$ cat src/rtl/hack_exec_unit.sv
// Multi-cycle fetch/execute controller for the Hack CPU: owns A, D, PC and IR,
// sequences instruction/data memory handshakes and drives an external combinational ALU.
module hack_exec_unit #(
  parameter int PC_W = 15
) (
  input  logic            clk,
  input  logic            rst_n,
  output logic            instr_req,
  output logic [PC_W-1:0] instr_addr,
  input  logic            instr_valid,
  input  logic [15:0]     instr,
  output logic            mem_rd,
  output logic            mem_wr,
  output logic [PC_W-1:0] addressM,
  output logic [15:0]     outM,
  input  logic [15:0]     inM,
  input  logic            mem_ready,
  output logic [15:0]     alu_x,
  output logic [15:0]     alu_y,
  output logic            zx,
  output logic            nx,
  output logic            zy,
  output logic            ny,
  output logic            f,
  output logic            no,
  input  logic [15:0]     alu_out,
  input  logic            zr,
  input  logic            ng,
  output logic [PC_W-1:0] pc
);

  typedef enum logic [2:0] {
    S_FETCH,
    S_DECODE,
    S_MEMRD,
    S_EXEC,
    S_MEMWR
  } state_t;

  localparam logic [PC_W-1:0] PC_ONE = 1;

  state_t          state, state_nxt;
  logic            run;
  logic [15:0]     a_reg, d_reg, ir, mbr, wr_data;
  logic [PC_W-1:0] pc_reg, wr_addr, pc_inc;
  logic            jmp;

  assign pc_inc     = pc_reg + PC_ONE;
  assign jmp        = (ir[2] & ng) | (ir[1] & zr) | (ir[0] & ~ng & ~zr);
  assign pc         = pc_reg;
  assign instr_addr = pc_reg;
  assign outM       = wr_data;

  // NOTE: state and datapath registers use non-blocking assignments so every
  // flop samples the pre-edge values of its neighbours.
  always_ff @(posedge clk or negedge rst_n) begin
    if (!rst_n) state <= S_FETCH;
    else        state <= state_nxt;
  end

  // NOTE: every output of this block gets a default first, so no path leaves a
  // signal unassigned and no latch is inferred.
  always_comb begin
    state_nxt = state;
    instr_req = 1'b0;
    mem_rd    = 1'b0;
    mem_wr    = 1'b0;
    addressM  = '0;
    alu_x     = '0;
    alu_y     = '0;
    {zx, nx, zy, ny, f, no} = 6'b0;
    case (state)
      S_FETCH: begin
        // run holds off the first request until one clock after reset release
        instr_req = run;
        if (run && instr_valid) state_nxt = S_DECODE;
      end
      S_DECODE: begin
        if (!ir[15])    state_nxt = S_FETCH;
        else if (ir[12]) state_nxt = S_MEMRD;
        else            state_nxt = S_EXEC;
      end
      S_MEMRD: begin
        mem_rd   = 1'b1;
        addressM = a_reg[PC_W-1:0];
        if (mem_ready) state_nxt = S_EXEC;
      end
      S_EXEC: begin
        alu_x = d_reg;
        alu_y = ir[12] ? mbr : a_reg;
        {zx, nx, zy, ny, f, no} = ir[11:6];
        state_nxt = ir[3] ? S_MEMWR : S_FETCH;
      end
      S_MEMWR: begin
        mem_wr   = 1'b1;
        addressM = wr_addr;
        if (mem_ready) state_nxt = S_FETCH;
      end
      default: state_nxt = S_FETCH;
    endcase
  end

  always_ff @(posedge clk or negedge rst_n) begin
    if (!rst_n) begin
      run     <= 1'b0;
      a_reg   <= '0;
      d_reg   <= '0;
      pc_reg  <= '0;
      ir      <= '0;
      mbr     <= '0;
      wr_data <= '0;
      wr_addr <= '0;
    end else begin
      run <= 1'b1;
      case (state)
        S_FETCH: if (run && instr_valid) ir <= instr;
        S_DECODE: begin
          if (!ir[15]) begin
            a_reg  <= {1'b0, ir[14:0]};
            pc_reg <= pc_inc;
          end
        end
        S_MEMRD: if (mem_ready) mbr <= inM;
        S_EXEC: begin
          // jump target and write address use A as it was before this writeback
          if (ir[5]) a_reg <= alu_out;
          if (ir[4]) d_reg <= alu_out;
          if (ir[3]) begin
            wr_data <= alu_out;
            wr_addr <= a_reg[PC_W-1:0];
          end
          pc_reg <= jmp ? a_reg[PC_W-1:0] : pc_inc;
        end
        default: ;
      endcase
    end
  end

endmodule
$ cat config.mk
export PLATFORM = sky130hd
export DESIGN_NAME = hack_exec_unit
export DESIGN_NICKNAME = d
export VERILOG_FILES = /design/src/rtl/hack_exec_unit.sv
export SDC_FILE = /design/constraint.sdc
export NUM_CORES = 1
export LEC_CHECK = 0
export CORE_UTILIZATION = 33
export DETAILED_ROUTE_END_ITERATION = 7
export PLACE_DENSITY = 0.64
export SLEW_MARGIN = 20
export SYNTH_ARGS = -nofsm -noshare
export SYNTH_HDL_FRONTEND = slang
export SYNTH_SLANG_ARGS = --single-unit
$ cat constraint.sdc
create_clock -name clk -period 2.3 [get_ports clk]
set_clock_uncertainty 0.15 [all_clocks]
set_input_delay 0.46 -clock clk [delete_from_list [all_inputs] [get_ports clk]]
set_output_delay 0.46 -clock clk [all_outputs]
set_load 0.05 [all_outputs]
**After elaboration in Yosys (flattened, before gate mapping)**

Index checks and enable logic that the tools add are counted.

- Word-level logic and storage cells: 63
- Bits of input ports: 54
- Output and inout port bits: 102
- Register bits: 114

- Add/sub/neg operators: 1
- Bitwise logic cells: 8
- Eq/ne operators: 9
- Mux-type cells: 26
- Reduce and logical (&&, ||, !) cells: 10

Operator list:

| operator | number |
|---|---|
| two-way mux 16 bit | 5 |
| one-hot mux 15 bit (2 select lines) | 2 |
| one-hot mux 16 bit (2 select lines) | 1 |
| two-way mux 15 bit | 2 |
| adder 15 x 1 -> 15 bit, second input constant | 1 |
| one-hot mux 3 bit (5 select lines) | 1 |
| two-way mux 3 bit | 4 |
| two-way mux 1 bit | 10 |
| inequality test 2 bit, second input constant | 5 |
| AND reduction 2 bit | 5 |
| == test 3 x 2 -> 1 bit, second input constant | 2 |
| AND reduction 3 bit | 2 |
| bitwise AND 1 bit | 4 |
| == test 3 x 1 -> 1 bit, second input constant | 1 |
| == test 3 bit, second input constant | 1 |
| logical NOT 3 bit | 1 |
| two-way mux 2 bit | 1 |
| NOT 1 bit | 2 |
| OR 1 bit | 2 |
| nonzero test 2 bit | 1 |
| logical AND 1 bit | 1 |

**Longest topological paths before layout**

Gate-level depths: netlist (run 1).

- Depth after elaboration: 6
- Mapped depth: 7
- Depth with buffers taken out: 5

**Worst setup path before layout (run 1)**

No wires, ideal clock.

- Path type: register to output
- Start point: reg state[0]
- End point: out addressM[0]
- Data required time: 1.690 ns
- Buffers on the path: 2
- Arrival time: 2.034 ns
- Stages on the path, launching flop included: 5
- Setup slack: -0.344 ns
- Cells stage by stage: dfrtp_1 > buf_4 > nor3b_4 > clkbuf_1 > a22o_1

- Word-level cells in the longest chain between the ends: 2
- Elaborated cells on any way between the ends: 3
- Classes of those cells: 2 x eq/ne; 1 x mux

RTL lines:

| what | line | source |
|---|---|---|
| start, declared | 42 | `state_t state, state_nxt;` |
| start signal, assigned | 58 | `else state <= state_nxt;` |
| == test 3 bit or == test 3 x 2 -> 1 bit (tied branches) | 72 | `case (state)` |
| one-hot mux 15 bit (2 select lines) * | 72 |  |
| end, declared | 14 | `output logic [PC_W-1:0] addressM,` |

Every way passes the cells marked *; elsewhere a longest branch is shown, timed or not.

**Final worst setup path (run 1)**

- Start point: reg state[0]
- End point: out addressM[10]

Same word-level chain as after synthesis.

==> flow_metrics.py, run 1 <==
metrics = {
    "cts": {
        "cts_tree": "done",
        "cts-root-buf": "clkbuf_16",
        "clk_pin_slew_worst_paths_ns": 0.05,
        "htreeDepth": 4,
        "cts_made_buffers": 17,
        "cts_sinks": 114,
        "clock_latency_ns": 0.42,
        "clk_path_buf_depth": 2,
    },
    "synth": {
        "ys_warn_count": 0,
        "syn-instance-count": 469,
        "synth_area_mm2": 0.00564,
        "ys_ff_latch": 114,
        "postSynthAreaPerCell_um2": 12.0,
        "synth_top_area_share_pct": 50.6,
        "synthArstFlopShare_pct": 100,
        "synth_edf_count": 0,
        "synthDistinctLibCells": 47,
        "ys_seq_area_share_pct": 50.6,
        "yosys.area.top_type": "dfrtp_1",
        "netlist_top_cells_count": "dfrtp_1, mux2_1, mux2i_1",
        "synth_area_leaders": "dfrtp_1, mux2_1, mux2i_1",
        "syn-num-nets": 524,
        "synthFlopType": "dfrtp_1",
        "synth.most_common_cell": "dfrtp_1",
    },
    "critical_path": {
        "rrSetupSlack_ns": 0.21,
        "r2r-start": "state[2]",
        "crit_slowest_cell": "dfrtp_2",
        "worst_path_largest_cell_delay_ns": 0.47,
        "critPathTopFamily": "flip-flops",
        "reg2reg_to": "ir[12]",
        "cp_num_buf_inv": 2,
        "path_class": "reg2out",
        "start_kind": "flip-flop",
        "path_max_fanout": 17,
        "ff2ff_path_depth": 5,
        "worstPathRequired_ns": 1.69,
        "crit_arrival_ns": 1.68,
        "path_cells": "nor3b_2, buf_6, a22o_1, buf_12",
        "endpoint_kind": "output pin",
    },
    "sta": {
        "finalSetupTns_ns": 0,
        "fmax_ghz": 0.436,
        "max_slew_margin_pct": 65.1,
        "tightest_slew_ns": 0.523,
        "slew_viol_final": 0,
        "timing.final.crit_share_pct": 99.7,
        "fin_crit_ns": 2.29,
        "rsz0062_at_grt": "yes",
        "setup_viol": 0,
        "finalHoldViolations": 0,
    },
    "drt": {
        "wl_per_cell_um": 19.2,
        "ant_nets": 0,
        "vias": 4382,
        "dr.pass1.iters": 5,
        "drt-total-wl_um": 16500,
        "drc": 0,
        "first_iter_violations": 249,
        "viasPerCell": 5.10,
    },
    "layout": {
        "area_growth_pct": 55.4,
        "antennaDiodeCount": 0,
        "fin_cells": 860,
        "fin_nets": 682,
        "drive_gt1_share_pct": 31.7,
    },
    "grt": {
        "grtUsageTotal_pct": 19.5,
        "grt_max_degree": 41,
        "grt_pass1_vias": 4605,
        "antenna_found_initial": 0,
        "grt_first_pass_wirelength_um": 26100,
        "grt_overflow_total": 0,
    },
    "placement": {
        "placed_cells": 815,
        "gp_congestion": 0.807,
        "hpwl_um": 11600,
        "port_buffers": 155,
    },
    "power_and_ir_drop": {
        "power.density_mw_per_mm2": 1480,
        "p_leak_uw": 0.00392,
        "vdd_drop_max_mv": 1.03,
    },
    "hold_path": {
        "holdPathStages": 1,
        "min-delay-start": "mbr[1]",
        "min_path_type": "reg2reg",
        "holdPathEnd": "mbr[1]",
    },
    "flow_run": {
        "max-cap-violations": 0,
    },
    "floorplan": {
        "die_h_um": 133,
        "die_w_um": 133,
        "initial_utilization_pct": 33.9,
        "core_mm2": 0.0166,
        "row_count": 47,
        "die_area_mm2": 0.0176,
        "ios": 156,
    },
    "run_status": {
        "status": "completed",
    },
}
## stage by stage
| stage | area [µm²] | power [µW] | util (%) | worst slack [ns] | hold WS (ns) |
|---|---|---|---|---|---|
| floorplan | 5650 | 7880 | - | -0.0774 | 0.0144 |
| global placement | 7910 | 10200 | 47.5 | -0.0364 | 0.313 |
| detailed placement | 7910 | 10400 | 47.5 | -0.0725 | 0.314 |
| CTS | 8590 | 12900 | 51.6 | -0.0139 | 0.338 |
| global route | 8760 | 13600 | 52.7 | -0.0542 | 0.352 |
| finish | 8760 | 13000 | 52.7 | 0.00585 | 0.335 |
## worst register-to-register path, stage by stage, from the launching register on
cell,delay [ns]
dfrtp_2,0.45
buf_4,0.17
nor4b_4,0.26
buf_4,0.19
nand2_2,0.31
mux2_1,0.45
## where the power goes
part	leakage [µW]	total, µW	switching (µW)	internal [µW]
sequential	0.00136	4040	1060	2980
combinational	0.00230	6530	3790	2740
clock	0.000268	2430	905	1520
## per-layer routing
metal | share of wire [%] | vias up | track usage, %
met3 | 8.2 | 16 | 7.39
met5 | 0 | - | 0
met2 | 49 | 148 | 31.5
met4 | 1.3 | 0 | 5.49
li1 | - | 2002 | -
met1 | 42 | 2216 | 24.2
## layout make-up
class	instances	area, µm²
repair buffers	185	2400
clock inverters	11	87.6
flip-flops and latches	114	2860
well taps	220	275
multi-input cells	303	2660
clock buffers	21	460
fillers	1398	7880
inverters	6	22.5
## how the worst max path moves through the flow
stage	startpoint	endpoint	depth (start not counted)
after detailed placement	ng	instr_addr[7]	7
after global routing	state[0]	addressM[8]	4
final	state[0]	addressM[10]	4
after floorplan	ir[12]	alu_y[10]	4
after global placement	ng	instr_addr[3]	6
after CTS	state[0]	addressM[9]	4
## timing repair
item,CTS,global route
resized for setup,33,40
cloned,1,0
setup buffers,9,2
hold buffers,1,0
pin swaps,3,11
setup endpoints to repair,78,50
hold endpoints to repair,34,0
## kinds of logic after synthesis
logic type	count (synthesis)	share of synthesized area, %
other cells	1	0.0665
mux	120	23.1
simple gates	116	12.0
fa+ha+maj	1	0.222
compound gates	64	7.90
flops	114	50.6
buf+inv	53	6.04
## cells in the final DEF, fill, tap and decap left out, types with 7 or more instances in the layout
cell and instances:
nand3_1 10, mux2_1 58, clkinv_2 7, nor2_2 11, nand2_1 29, mux2_2 21, clkdlybuf4s50_1 69, a21oi_1 10
dlygate4sd2_1 21, o21ai_0 17, and3_4 22, nor2_1 7, buf_12 62, dfrtp_1 110, a22o_2 9, buf_4 25
mux2i_1 40, nand4_1 8, clkbuf_16 17
Note: power is estimated with default switching activity, not from simulation.
==> inputs of run 2 (changes only) <==
--- a/config.mk
+++ b/config.mk
@@ -5,6 +5,8 @@
 export SDC_FILE = /design/constraint.sdc
 export NUM_CORES = 1
 export LEC_CHECK = 0
+export ABC_CLOCK_PERIOD_IN_PS = 2520
+export CAP_MARGIN = 20
 export CORE_UTILIZATION = 33
 export DETAILED_ROUTE_END_ITERATION = 7
 export PLACE_DENSITY = 0.64
==> constraint.sdc (replaced) <==
create_clock -name clk -period 2.52 [get_ports clk]
set_clock_uncertainty 0.15 [all_clocks]
set_input_delay 0.504 -clock clk [delete_from_list [all_inputs] [get_ports clk]]
set_output_delay 0.504 -clock clk [all_outputs]
set_load 0.05 [all_outputs]
==> run 2 against run 1 <==
Against the previous run:
- global-route usage down 0.26 points
- worst hold slack about the same
- die area unchanged
- sequential share of layout area up 0.83 points
- combinational power down 13%
- sequential cell count unchanged
- routed wire length down 2.2%
- power down 8.1%
- critical path type unchanged
- largest power group unchanged
==> flow_metrics.py, run 2 (synthesis gave the netlist of run 1 again) <==
metrics = {
    "floorplan": {
        "die_h_um": 133,
        "die_area_mm2": 0.0176,
        "initial_utilization_pct": 33.9,
        "row_count": 47,
        "die_w_um": 133,
        "ios": 156,
        "core_mm2": 0.0166,
    },
    "sta": {
        "tightest_slew_ns": 0.548,
        "setup_viol": 0,
        "max_slew_margin_pct": 63.5,
        "fmax_ghz": 0.405,
        "slew_viol_final": 0,
        "finalHoldViolations": 0,
        "rsz0062_at_grt": "yes",
        "timing.final.crit_share_pct": 98.0,
        "fin_crit_ns": 2.47,
        "whs_ns": 0.335,
    },
    "grt": {
        "grt_overflow_total": 0,
        "antenna_found_initial": 1,
        "grt_first_pass_wirelength_um": 25600,
        "grt_pass1_vias": 4540,
        "grtUsageTotal_pct": 19.2,
        "grt_max_degree": 40,
    },
    "drt": {
        "vias": 4257,
        "viasPerCell": 5.04,
        "drt-total-wl_um": 16200,
        "wl_per_cell_um": 19.1,
        "drc": 0,
        "dr.pass1.iters": 4,
        "ant_nets": 0,
        "first_iter_violations": 209,
    },
    "placement": {
        "gp_congestion": 0.842,
        "port_buffers": 155,
        "hpwl_um": 11600,
    },
    "critical_path": {
        "start_kind": "flip-flop",
        "worstPathRequired_ns": 1.87,
        "path_max_fanout": 22,
        "ff2ff_path_depth": 5,
        "crit_arrival_ns": 1.82,
        "path_class": "reg2out",
        "endpoint_kind": "output pin",
    },
    "layout": {
        "fin_nets": 667,
        "num-fill-cells": 1435,
        "area_growth_pct": 51.4,
        "final_cell_mix": "dfrtp_1, clkdlybuf4s50_1, mux2_1, buf_12, mux2i_1",
        "final_common_cell": "dfrtp_1",
        "drive_gt1_share_pct": 22.7,
        "antennaDiodeCount": 0,
    },
    "power_and_ir_drop": {
        "power.density_mw_per_mm2": 1400,
        "finalPower_uw": 11900,
        "p_leak_uw": 0.00384,
        "vdd_drop_max_mv": 0.708,
    },
    "hold_path": {
        "holdPathStages": 1,
        "min_path_type": "reg2reg",
    },
    "cts": {
        "htreeDepth": 4,
        "cts_sinks": 114,
        "cts-root-buf": "clkbuf_16",
        "postCtsSetupRepairBufs": 0,
        "clk_path_buf_depth": 2,
        "cts_made_buffers": 17,
        "clk_pin_slew_worst_paths_ns": 0.05,
        "cts_tree": "done",
        "clock_latency_ns": 0.42,
    },
    "flow_run": {
        "max-cap-violations": 0,
    },
    "run_status": {
        "status": "completed",
    },
}
## run 2: cell types whose count changed in the layout (fill, tap and decap cells not counted), sizes merged
cell,before,now
dlymetal6s2s,6,0
bufinv,1,4
dlygate4sd2,21,0
buf,88,71
clkinvlp,3,2
clkbuf,21,22
clkinv,7,4
clkdlybuf4s50,69,98
## run 2: per-stage QoR
step                      TNS (ns)  setup WS, ns  std cells  util (%)  instance area [µm²]
after CTS                        0        0.0182        844      50.9                 8480
after detailed placement         0       0.00859        811      47.1                 7840
after global routing      -0.00276      -0.00276        845      51.3                 8540
after floorplan                  0        0.0516        469         -                 5640
after global placement           0        0.0882        811      47.1                 7840
final                            0        0.0495        845      51.3                 8540
## run 2: routing by layer
metal | wire, µm | track usage (%)
met1 | 6890 | 24.4
met2 | 7700 | 30.5
met3 | 1270 | 5.94
met4 | 305 | 7.60
met5 | 13 | 0
## run 2: layout make-up
type,instances,area (µm²),share of cell area [%]
well taps,220,275,3.22
repair buffers,170,2260,26.5
flip-flops and latches,114,2860,33.5
inverters,6,22.5,0.264
clock buffers,22,474,5.55
clock inverters,10,155,1.82
multi-input cells,303,2490,29.1
## run 2: where the power goes
| group | total [µW] | internal (µW) | switching, µW |
|---|---|---|---|
| Clock | 2550 | 1720 | 826 |
| Sequential | 3690 | 2710 | 974 |
| Combinational | 5700 | 2400 | 3310 |
## run 2: worst paths after layout
path                       slack, ns            end      start
max reg2reg                     0.38  instr_addr[7]   state[1]
max in group asynchronous       1.25         ir[14]      rst_n
max                             0.05       alu_x[2]   state[0]
min in group asynchronous       0.34        outM[0]      rst_n
min reg2reg                     0.33      d_reg[15]  d_reg[15]
min                             0.33      d_reg[15]  d_reg[15]
## run 2: worst max-delay path: stages (launching register included)
cell	delay, ns
dfrtp_2	0.54
and2b_2	0.27
buf_8	0.18
and3_1	0.24
buf_12	0.15
## run 2: timing repair
action	in CTS	in global routing
resized for setup	3	9
gates cloned	0	1
setup endpoints to repair	40	38
hold buffers	1	0
hold endpoints to repair	12	0
